### config.mk
export PLATFORM = sky130hd
export DESIGN_NAME = fifo_wr_arbiter_flat
export DESIGN_NICKNAME = d
export VERILOG_FILES = /design/src/rtl/fifo_wr_arbiter_pkg.sv /design/src/rtl/fifo_wr_arbiter_if.sv /design/src/rtl/fifo_wr_arbiter_rr_pick.sv /design/src/rtl/fifo_wr_arbiter.sv /design/src/flat_wrapper.sv
export SDC_FILE = /design/constraint.sdc
export NUM_CORES = 1
export LEC_CHECK = 0
export CAP_MARGIN = 5
export CELL_PAD_IN_SITES_DETAIL_PLACEMENT = 2
export CELL_PAD_IN_SITES_GLOBAL_PLACEMENT = 2
export CORE_UTILIZATION = 13
export CTS_CLUSTER_SIZE = 20
export DETAILED_ROUTE_END_ITERATION = 10
export GPL_TIMING_DRIVEN = 0
export PLACE_DENSITY = 0.95
export SYNTH_ARGS = -nofsm -noshare
export SYNTH_HDL_FRONTEND = slang
export SYNTH_SLANG_ARGS = --single-unit
export TNS_END_PERCENT = 50
### constraint.sdc
create_clock -name clk -period 2.7 [get_ports clk]
set_input_delay 0.54 -clock clk [delete_from_list [all_inputs] [get_ports clk]]
set_output_delay 0.54 -clock clk [all_outputs]
set_load 0.02 [all_outputs]
### src/rtl/fifo_wr_arbiter_pkg.sv
// fifo_arb_pkg: shared FSM state type and index helper for the FIFO write arbiter
package fifo_arb_pkg;

    typedef enum logic {ARB_IDLE, ARB_GRANT} arbState_t;

    // Explicit wrap so non-power-of-2 requester counts stay in range
    function automatic int wrapInc(int idx, int NumReq);
        return (idx == NumReq - 1) ? 0 : idx + 1;
    endfunction

endpackage

### src/rtl/fifo_wr_arbiter_if.sv
// fifo_wr_arbiter_if: requester and FIFO write-port signals of the write arbiter
interface fifo_wr_arbiter_if #(
    parameter int NumReq    = 4,
    parameter int DataWidth = 32
);
    localparam int IW = $clog2(NumReq);

    logic [NumReq-1:0]                reqValid;
    logic [NumReq-1:0][DataWidth-1:0] reqData;
    logic [NumReq-1:0]                reqReady;
    logic                             fifoFull;
    logic                             fifoWriteEn;
    logic [DataWidth-1:0]             fifoWriteData;
    logic [IW-1:0]                    grantIdx;
    logic                             busy;

    modport master (
        output reqValid, reqData, fifoFull,
        input  reqReady, fifoWriteEn, fifoWriteData, grantIdx, busy
    );

    modport slave (
        input  reqValid, reqData, fifoFull,
        output reqReady, fifoWriteEn, fifoWriteData, grantIdx, busy
    );

endinterface

### src/rtl/fifo_wr_arbiter_rr_pick.sv
// rr_pick: combinational rotating-priority picker, first set bit at or above ptr
module rr_pick #(
    parameter int NumReq = 4,
    localparam int IW    = $clog2(NumReq)
) (
    input  logic [NumReq-1:0] req,
    input  logic [IW-1:0]     ptr,
    output logic              found,
    output logic [IW-1:0]     idx
);

    function automatic logic [IW-1:0] rot(input logic [IW-1:0] p, input int k);
        return IW'((int'(p) + k) % NumReq);
    endfunction

    assign found = |req;

    // Scan farthest offset first so the nearest requester overwrites it
    always_comb begin
        idx = '0;
        for (int k = NumReq - 1; k >= 0; k--)
            idx = req[rot(ptr, k)] ? rot(ptr, k) : idx;
    end

endmodule

### src/rtl/fifo_wr_arbiter.sv
// fifo_wr_arbiter: round-robin burst-limited arbiter in front of a FIFO write port
module fifo_wr_arbiter
    import fifo_arb_pkg::*;
#(
    parameter int NumReq    = 4,
    parameter int DataWidth = 32,
    parameter int MaxBurst  = 4
) (
    input logic              clk,
    input logic              rst,
    fifo_wr_arbiter_if.slave bus
);

    localparam int IW = $clog2(NumReq);
    localparam int CW = $clog2(MaxBurst + 1);

    arbState_t     state_q, state_d;
    logic [IW-1:0] grant_idx_q, grant_idx_d, rr_ptr_q, rr_ptr_d, pick_idx;
    logic [CW-1:0] beat_cnt_q, beat_cnt_d;
    logic          found, beat, last_beat, quiet;

    rr_pick #(.NumReq(NumReq)) u_pick (
        .req   (bus.reqValid),
        .ptr   (rr_ptr_q),
        .found (found),
        .idx   (pick_idx)
    );

    always_ff @(posedge clk or posedge rst) begin
        if (rst) begin
            state_q     <= ARB_IDLE;
            grant_idx_q <= '0;
            rr_ptr_q    <= '0;
            beat_cnt_q  <= '0;
        end else begin
            state_q     <= state_d;
            grant_idx_q <= grant_idx_d;
            rr_ptr_q    <= rr_ptr_d;
            beat_cnt_q  <= beat_cnt_d;
        end
    end

    // A full FIFO freezes the grant: no beat, no count, no quiet exit
    assign beat      = state_q == ARB_GRANT && bus.reqValid[grant_idx_q] && !bus.fifoFull;
    assign last_beat = beat && beat_cnt_q == CW'(MaxBurst - 1);
    assign quiet     = !bus.reqValid[grant_idx_q] && !bus.fifoFull;

    assign bus.fifoWriteEn   = beat;
    assign bus.fifoWriteData = bus.reqData[grant_idx_q];
    assign bus.grantIdx      = grant_idx_q;
    assign bus.busy          = state_q == ARB_GRANT;
    assign bus.reqReady      = (state_q == ARB_GRANT && !bus.fifoFull)
                             ? NumReq'(1) << grant_idx_q : '0;

    always_comb begin
        state_d     = state_q;
        grant_idx_d = grant_idx_q;
        rr_ptr_d    = rr_ptr_q;
        beat_cnt_d  = beat_cnt_q;
        if (state_q == ARB_IDLE) begin
            state_d     = found ? ARB_GRANT : ARB_IDLE;
            grant_idx_d = found ? pick_idx : grant_idx_q;
            beat_cnt_d  = found ? '0 : beat_cnt_q;
        end else begin
            beat_cnt_d = beat ? beat_cnt_q + 1'b1 : beat_cnt_q;
            state_d    = (last_beat || quiet) ? ARB_IDLE : ARB_GRANT;
            rr_ptr_d   = (last_beat || quiet) ? IW'(wrapInc(int'(grant_idx_q), NumReq)) : rr_ptr_q;
        end
    end

endmodule

### src/flat_wrapper.sv
// flat-port wrapper written by rule: the top's interface ports become plain ports
module fifo_wr_arbiter_flat import fifo_arb_pkg::*;
#(
    parameter int NumReq    = 4,
    parameter int DataWidth = 32,
    parameter int MaxBurst  = 4
)
  (clk, rst, bus_reqValid, bus_reqData, bus_fifoFull, bus_reqReady, bus_fifoWriteEn, bus_fifoWriteData, bus_grantIdx, bus_busy);
  fifo_wr_arbiter_if #(.NumReq(NumReq), .DataWidth(DataWidth)) bus_i ();
  input logic clk;
  input logic rst;
  input wire logic [$bits(bus_i.reqValid)-1:0] bus_reqValid;
  input wire logic [$bits(bus_i.reqData)-1:0] bus_reqData;
  input wire logic [$bits(bus_i.fifoFull)-1:0] bus_fifoFull;
  output wire logic [$bits(bus_i.reqReady)-1:0] bus_reqReady;
  output wire logic [$bits(bus_i.fifoWriteEn)-1:0] bus_fifoWriteEn;
  output wire logic [$bits(bus_i.fifoWriteData)-1:0] bus_fifoWriteData;
  output wire logic [$bits(bus_i.grantIdx)-1:0] bus_grantIdx;
  output wire logic [$bits(bus_i.busy)-1:0] bus_busy;
  assign bus_i.reqValid = bus_reqValid;
  assign bus_i.reqData = bus_reqData;
  assign bus_i.fifoFull = bus_fifoFull;
  assign bus_reqReady = bus_i.reqReady;
  assign bus_fifoWriteEn = bus_i.fifoWriteEn;
  assign bus_fifoWriteData = bus_i.fifoWriteData;
  assign bus_grantIdx = bus_i.grantIdx;
  assign bus_busy = bus_i.busy;
  fifo_wr_arbiter #(.NumReq(NumReq), .DataWidth(DataWidth), .MaxBurst(MaxBurst)) u_core (.clk(clk), .rst(rst), .bus(bus_i));
endmodule
==> results of run 1 <==
[worst reg2reg max path, cell delays in order (launching register included)]
cell and delay (ns):
dfrtp_1 0.40, buf_6 0.17, mux4_2 0.56, a21boi_2 0.26
mux2_2 0.37
[cells in the mapped netlist (all sizes together), types with 3 or more instances]
| cell type | instances | area, µm² |
|---|---|---|
| nand2 | 5 | 18.8 |
| nor2 | 4 | 15.0 |
| inv | 8 | 30.0 |
| o21ai | 3 | 15.0 |
| and2 | 4 | 25.0 |
| buf | 5 | 31.3 |
| nor2b | 3 | 18.8 |
| nand3 | 3 | 15.0 |
| dfrtp | 8 | 200 |
| ha | 6 | 75.1 |
| mux4 | 33 | 743 |
| clkbuf | 3 | 11.3 |
[cells by family (layout without fill, tap and decap cells)]
kind of cell             Yosys count  count (layout)  synth area share [%]
multiplexers                      35              35                  58.1
AND/OR/NAND/NOR                   23              23                  9.02
buffers and inverters             16             193                  5.51
AO/OA/AOI/OAI                     12              12                  6.46
flip-flops                         8               8                  15.2
adder cells (fa/ha/maj)            6               6                  5.70
[final cells by class]
type	count	area [µm²]
clock buffers	3	41.3
repair buffers	174	1720
fillers	1102	6540
flip-flops and latches	8	200
plain buffers	8	73.8
inverters	8	30.0
well taps	133	166
multi-input cells	76	1050
[worst min-delay path by stage]
stage	start	endpoint	slack [ns]	cells after the start
global placement	u_core.beat_cnt_q[2]$_DFFE_PP0P_	u_core.beat_cnt_q[2]$_DFFE_PP0P_	0.49	2
finish	u_core.beat_cnt_q[0]$_DFFE_PP0P_	u_core.beat_cnt_q[0]$_DFFE_PP0P_	0.54	1
detailed placement	u_core.beat_cnt_q[0]$_DFFE_PP0P_	u_core.beat_cnt_q[0]$_DFFE_PP0P_	0.51	1
CTS	u_core.beat_cnt_q[0]$_DFFE_PP0P_	u_core.beat_cnt_q[0]$_DFFE_PP0P_	0.53	1
floorplan	rst	u_core.beat_cnt_q[0]$_DFFE_PP0P_	0.36	1
global route	u_core.beat_cnt_q[0]$_DFFE_PP0P_	u_core.beat_cnt_q[0]$_DFFE_PP0P_	0.58	1
[through the flow]
step,power (µW),TNS [ns],setup WS [ns],hold slack [ns]
final,2320,0,0.105,0.538
after global routing,2490,0,0.0283,0.577
after CTS,2370,0,0.000902,0.529
after detailed placement,2310,-3.12,-0.200,0.512
after global placement,2230,-2.43,-0.164,0.488
after floorplan,1370,0,0.490,0.356
[metal layers]
layer / vias to the layer above / GRT usage [%] / wire (µm)
li1: 768 / - / -
met1: 828 / 15.0 / 2630
met2: 93 / 28.1 / 4510
met4: 0 / 4.07 / 137
met5: - / 0 / 0
met3: 11 / 2.92 / 699
[timing repair]
item / CTS / global route
hold buffers: 0 / 0
setup endpoints to repair: 32 / 6
resized for setup: 38 / 7
[power by group]
group | leakage [µW] | switching (µW) | internal [µW]
registers | 0.0000984 | 66.1 | 173
logic | 0.00115 | 922 | 1010
clock network | 0.0000216 | 49.2 | 96.7
[placed cells by master (no fill, tap or decap), types with 4 or more instances in the layout]
master / n
buf_6: 5
nand2_1: 5
dfrtp_1: 8
mux4_2: 33
inv_1: 8
and2_1: 4
ha_1: 6
dlymetal6s2s_1: 4
dlygate4sd2_1: 27
nor2_1: 4
clkdlybuf4s50_1: 143
[state kept, by name, indices dropped and copies added (netlist names)]
| register | flops |
|---|---|
| u_core.beat_cnt_q | 3 |
| u_core.bus.grantIdx | 2 |
| u_core.rr_ptr_q | 2 |
| u_core.bus.busy | 1 |
==> metrics, run 1 <==
Hold Crit Class=reg2reg; RSZ-0062 raised after global routing=false; die width=103 µm; hpwl dp=between 7 and 8 mm; Setup Fix Bufs, Post-CTS=0; reg2reg end=u_core.rr_ptr_q[1]$_DFFE_PP0P_; total placed cells including tap cells=about 410; vias per cell=4.15; largest net degree at the start of global routing=11; R2R depth=4; top fanout value on the critical path=1; Most common cell on crit path=clkdlybuf4s50_1; drt first pass iters=4; synthesized instance count=100; Worst Path Buf+Inv=2; CTS max path bufs=2; CP endpoint kind=output pin; Final Hold Vio Count=0; initial antenna violation count=0; Worst Path Arrival=2.05 ns; Clock transition at path regs=0.04 ns; crit path from=bus_reqData[110]; Row Count=36; gr usage total=14.2%; Final period util=a little over nine tenths; via count=1700; Slew headroom=79.0%; Routed WL=between 7 and 8 mm; core area=between 9000 and 10000 µm²; max incr delay on CP=0.58 ns; asr flop ratio synth=100%; delay-heaviest family, CP=buffers and inverters; FMAX=385 MHz; LEAKAGE=0.00127 µW; Crit Path Class=in2out; Reg-to-Reg Start=u_core.bus.grantIdx[1]$_DFFE_PP0P_; worst clock skew=0.00174 ns; Setup crit end=bus_fifoWriteData[14]; CTS Sinks=8; Clock Root Buffer=clkbuf_8; register area share after synthesis=15.2%; Synth Flop Type=dfrtp_1; critical path required time=2.16 ns; I/O Buffers=174; H-tree levels=1; post-DR wirelength/cell=19.4 µm; fin util=33.4%; vias in the first global route=1926; grt total ovfl=0; Synth cell types=26; Synth Register Bits=8; number of buffers created by CTS=3; Layout area overhead=149%; Min Clock Period, post-route=2.59 ns; Final Setup Violations=0; first-pass GRT wire length=10.9 mm; clk_lat worst skew=roughly 0.23 ns; outcome=finished clean; layout cell share with drive strength beyond 1=17.7%; die area=between 10000 and 15000 µm²; synthesized area=~1300 µm²; initial DRC count=7; Avg Cell Area, Syn=13.2 µm²; Residual DRC=0; Placer Congestion=0.704; max_cap viols=0; syn nets=~240; Cell Count, Final, Fillers Out=410; Critical Path Start Type=input port; crit-path cells=clkdlybuf4s50_1, mux4_2, clkdlybuf4s50_1; Slew Viols, Final=0; ANT cells=0; Die Height=103 µm; DRT antenna net count=0; Crit. path cell count=3; FF-to-FF setup slack=approximately 0.82 ns; placed cell area=roughly 3200 µm²; Slowest-stage cell, CP=clkdlybuf4s50_1; Worst-Margin Slew=between 0.3 and 0.4 ns; number of synthesized flops with an enable pin=0; final instance area=3280 µm²; Initial Utilization=13.4%; Synth warnings=0; PwrDens=708 nW/µm²; VDD IR-drop max=0.000189 V; fin nets=420; I/O pins=175; TritonCTS clock tree=yes
(Power assumes the default switching activity.)
==> run 2: changes to the inputs <==
==> constraint.sdc (replaced) <==
create_clock -name clk -period 2.7 [get_ports clk]
set_input_delay 0.54 -clock clk [delete_from_list [all_inputs] [get_ports clk]]
set_output_delay 0.54 -clock clk [all_outputs]
set_load 0.1 [all_outputs]
==> metrics, run 2 (synthesis gave the netlist of run 1 again) <==
outcome=finished clean; PwrDens=1210 nW/µm² (+71%); DRT antenna net count=0 (unchanged); worst clock skew=0.00132 ns (-0.000412 ns); Critical Path Start Type=flip-flop; gr usage total=13.3% (-0.94 points); Clock Root Buffer=clkbuf_8; Hold Path Sink=u_core.beat_cnt_q[0]$_DFFE_PP0P_; reg2reg end=u_core.rr_ptr_q[1]$_DFFE_PP0P_; Initial Utilization=13.4% (unchanged); Reg-to-Reg Start=u_core.bus.grantIdx[1]$_DFFE_PP0P_; via count=1676 (-1.4%); Worst-Margin Slew=1.03 ns (+0.713 ns); grt met3 use=2.31% (-0.61 points); Hold Buf Count CTS=0 (unchanged); met2 usage=26.6% (-1.5 points); vias per cell=4.07 (-1.9%); layout cell share with drive strength beyond 1=29.7% (+12 points); CP endpoint kind=output pin; clk_lat worst skew=0.23 ns (about the same); largest net degree at the start of global routing=11 (unchanged); hold_sp=u_core.beat_cnt_q[0]$_DFFE_PP0P_; Top reg by flops=u_core.beat_cnt_q; R2R depth=5 (+1); Crit Path Class=reg2out; first-pass GRT wire length=10.4 mm (-4.5%); core area=9820 µm² (unchanged); Residual DRC=0 (unchanged); drt first pass iters=4 (unchanged); CTS max path bufs=2 (unchanged); top fanout value on the critical path=10 (+9); Final Hold Vio Count=0 (unchanged); post-DR wirelength/cell=18.1 µm (-7.0%); number of buffers created by CTS=3 (unchanged); grt total ovfl=0 (unchanged); TritonCTS clock tree=yes; fin nets=421 (+0.24%); CTS Sinks=8 (unchanged); max_cap viols=0 (unchanged); initial antenna violation count=0 (unchanged); pre-CTS WS=-0.658 ns (-0.458 ns); critical path required time=2.16 ns (about the same); Placer Congestion=0.701 (-0.37%); met1 Resource Use GR=14.5% (-0.57 points); Final period util=99.5% (+3.4 points); Clock transition at path regs=0.04 ns (about the same); LEAKAGE=0.00122 µW (-3.5%); Layout area overhead=145%; die area=10500 µm² (unchanged); Min Clock Period, post-route=2.69 ns (+0.0919 ns); commonest non-fill, non-tap cell in the layout=clkdlybuf4s50_1; initial DRC count=28 (+21); Routed WL=7.45 mm (-6.6%); Final Setup Violations=0 (unchanged); RSZ-0062 raised after global routing=true; H-tree levels=1 (unchanged); FF-to-FF setup slack=0.68 ns (-0.14 ns); most frequent cells in the layout=136 x clkdlybuf4s50_1, 33 x mux4_2, 16 x clkdlybuf4s15_2; hpwl dp=6.62 mm (-6.5%); final setup margin=0.0132 ns (-0.0919 ns); worst hold path depth=1 (unchanged); I/O pins=175 (unchanged); die width=103 µm (unchanged); VDD IR-drop max=0.000459 V (+140%); Hold Crit Class=reg2reg; ANT cells=0 (unchanged); I/O Buffers=174 (unchanged); max reg flops=3 (unchanged); vias in the first global route=1947 (+1.1%); GRT Max-Usage Layer=met2; FMAX=372 MHz (-3.4%); Worst Path Arrival=2.15 ns (+0.10 ns); Die Height=103 µm (unchanged); Slew headroom=31.9% (-47 points); FILL cells=1082 (-1.8%); Slew Viols, Final=0 (unchanged); setup TNS=0 ns (unchanged); Row Count=36 (unchanged)
## run 2: final cells by class
cell class / instances / area (µm²) / area share [%]
multi-input combinational: 76 / 1040 / 32.4
timing repair buffer: 175 / 1680 / 52.2
tap: 133 / 166 / 5.16
inverter: 8 / 30.0 / 0.930
buffer: 8 / 56.3 / 1.74
clock buffer: 4 / 45.0 / 1.40
sequential: 8 / 201 / 6.24
## run 2: critical path: stages, from the launching register on
cell	delay, ns
dfrtp_2	0.38
clkbuf_4	0.25
buf_4	0.26
mux4_2	0.52
clkdlybuf4s15_2	0.48
## run 2: routing by layer
metal	vias to the layer above	share of wire (%)
met2	83	58
met4	0	0.32
li1	769	-
met5	-	0
met3	2	6.7
met1	822	35
## run 2: worst max path at each step
stage,from,end,slack (ns),depth (start not counted)
after floorplan,u_core.bus.grantIdx[1]$_DFFE_PP0P_,bus_reqReady[1],-0.08,5
after global placement,bus_reqValid[1],bus_fifoWriteEn,-0.59,5
after detailed placement,bus_reqValid[1],bus_fifoWriteEn,-0.66,5
after CTS,u_core.bus.grantIdx[1]$_DFFE_PP0P_,bus_reqReady[0],-0.29,6
after global routing,u_core.bus.grantIdx[0]$_DFFE_PP0P_,bus_fifoWriteData[8],-0.11,4
final,u_core.bus.grantIdx[0]$_DFFE_PP0P_,bus_fifoWriteData[23],0.01,4
## run 2: report_power, final
| group | internal [µW] | total, µW | switching (µW) |
|---|---|---|---|
| Clock | 103 | 157 | 54.0 |
| Combinational | 975 | 3510 | 2530 |
| Sequential | 174 | 237 | 63.5 |
## run 2: repair_timing
action / CTS / global route
buffers inserted: 0 / 1
gates resized for setup: 100 / 44
pin swaps: 0 / 0
endpoints found under the setup margin: 37 / 36
## run 2: metrics by stage
stage               cell area, µm²  hold slack, ns  power [µW]  cells  util (%)
floorplan                     1320           0.356        3040    100         -
global placement              3230           0.488        3850    407      32.9
detailed placement            3230           0.522        3910    407      32.9
CTS                           3310           0.530        4010    411      33.7
global route                  3230           0.574        4080    412      32.9
finish                        3230           0.522        3900    412      32.9
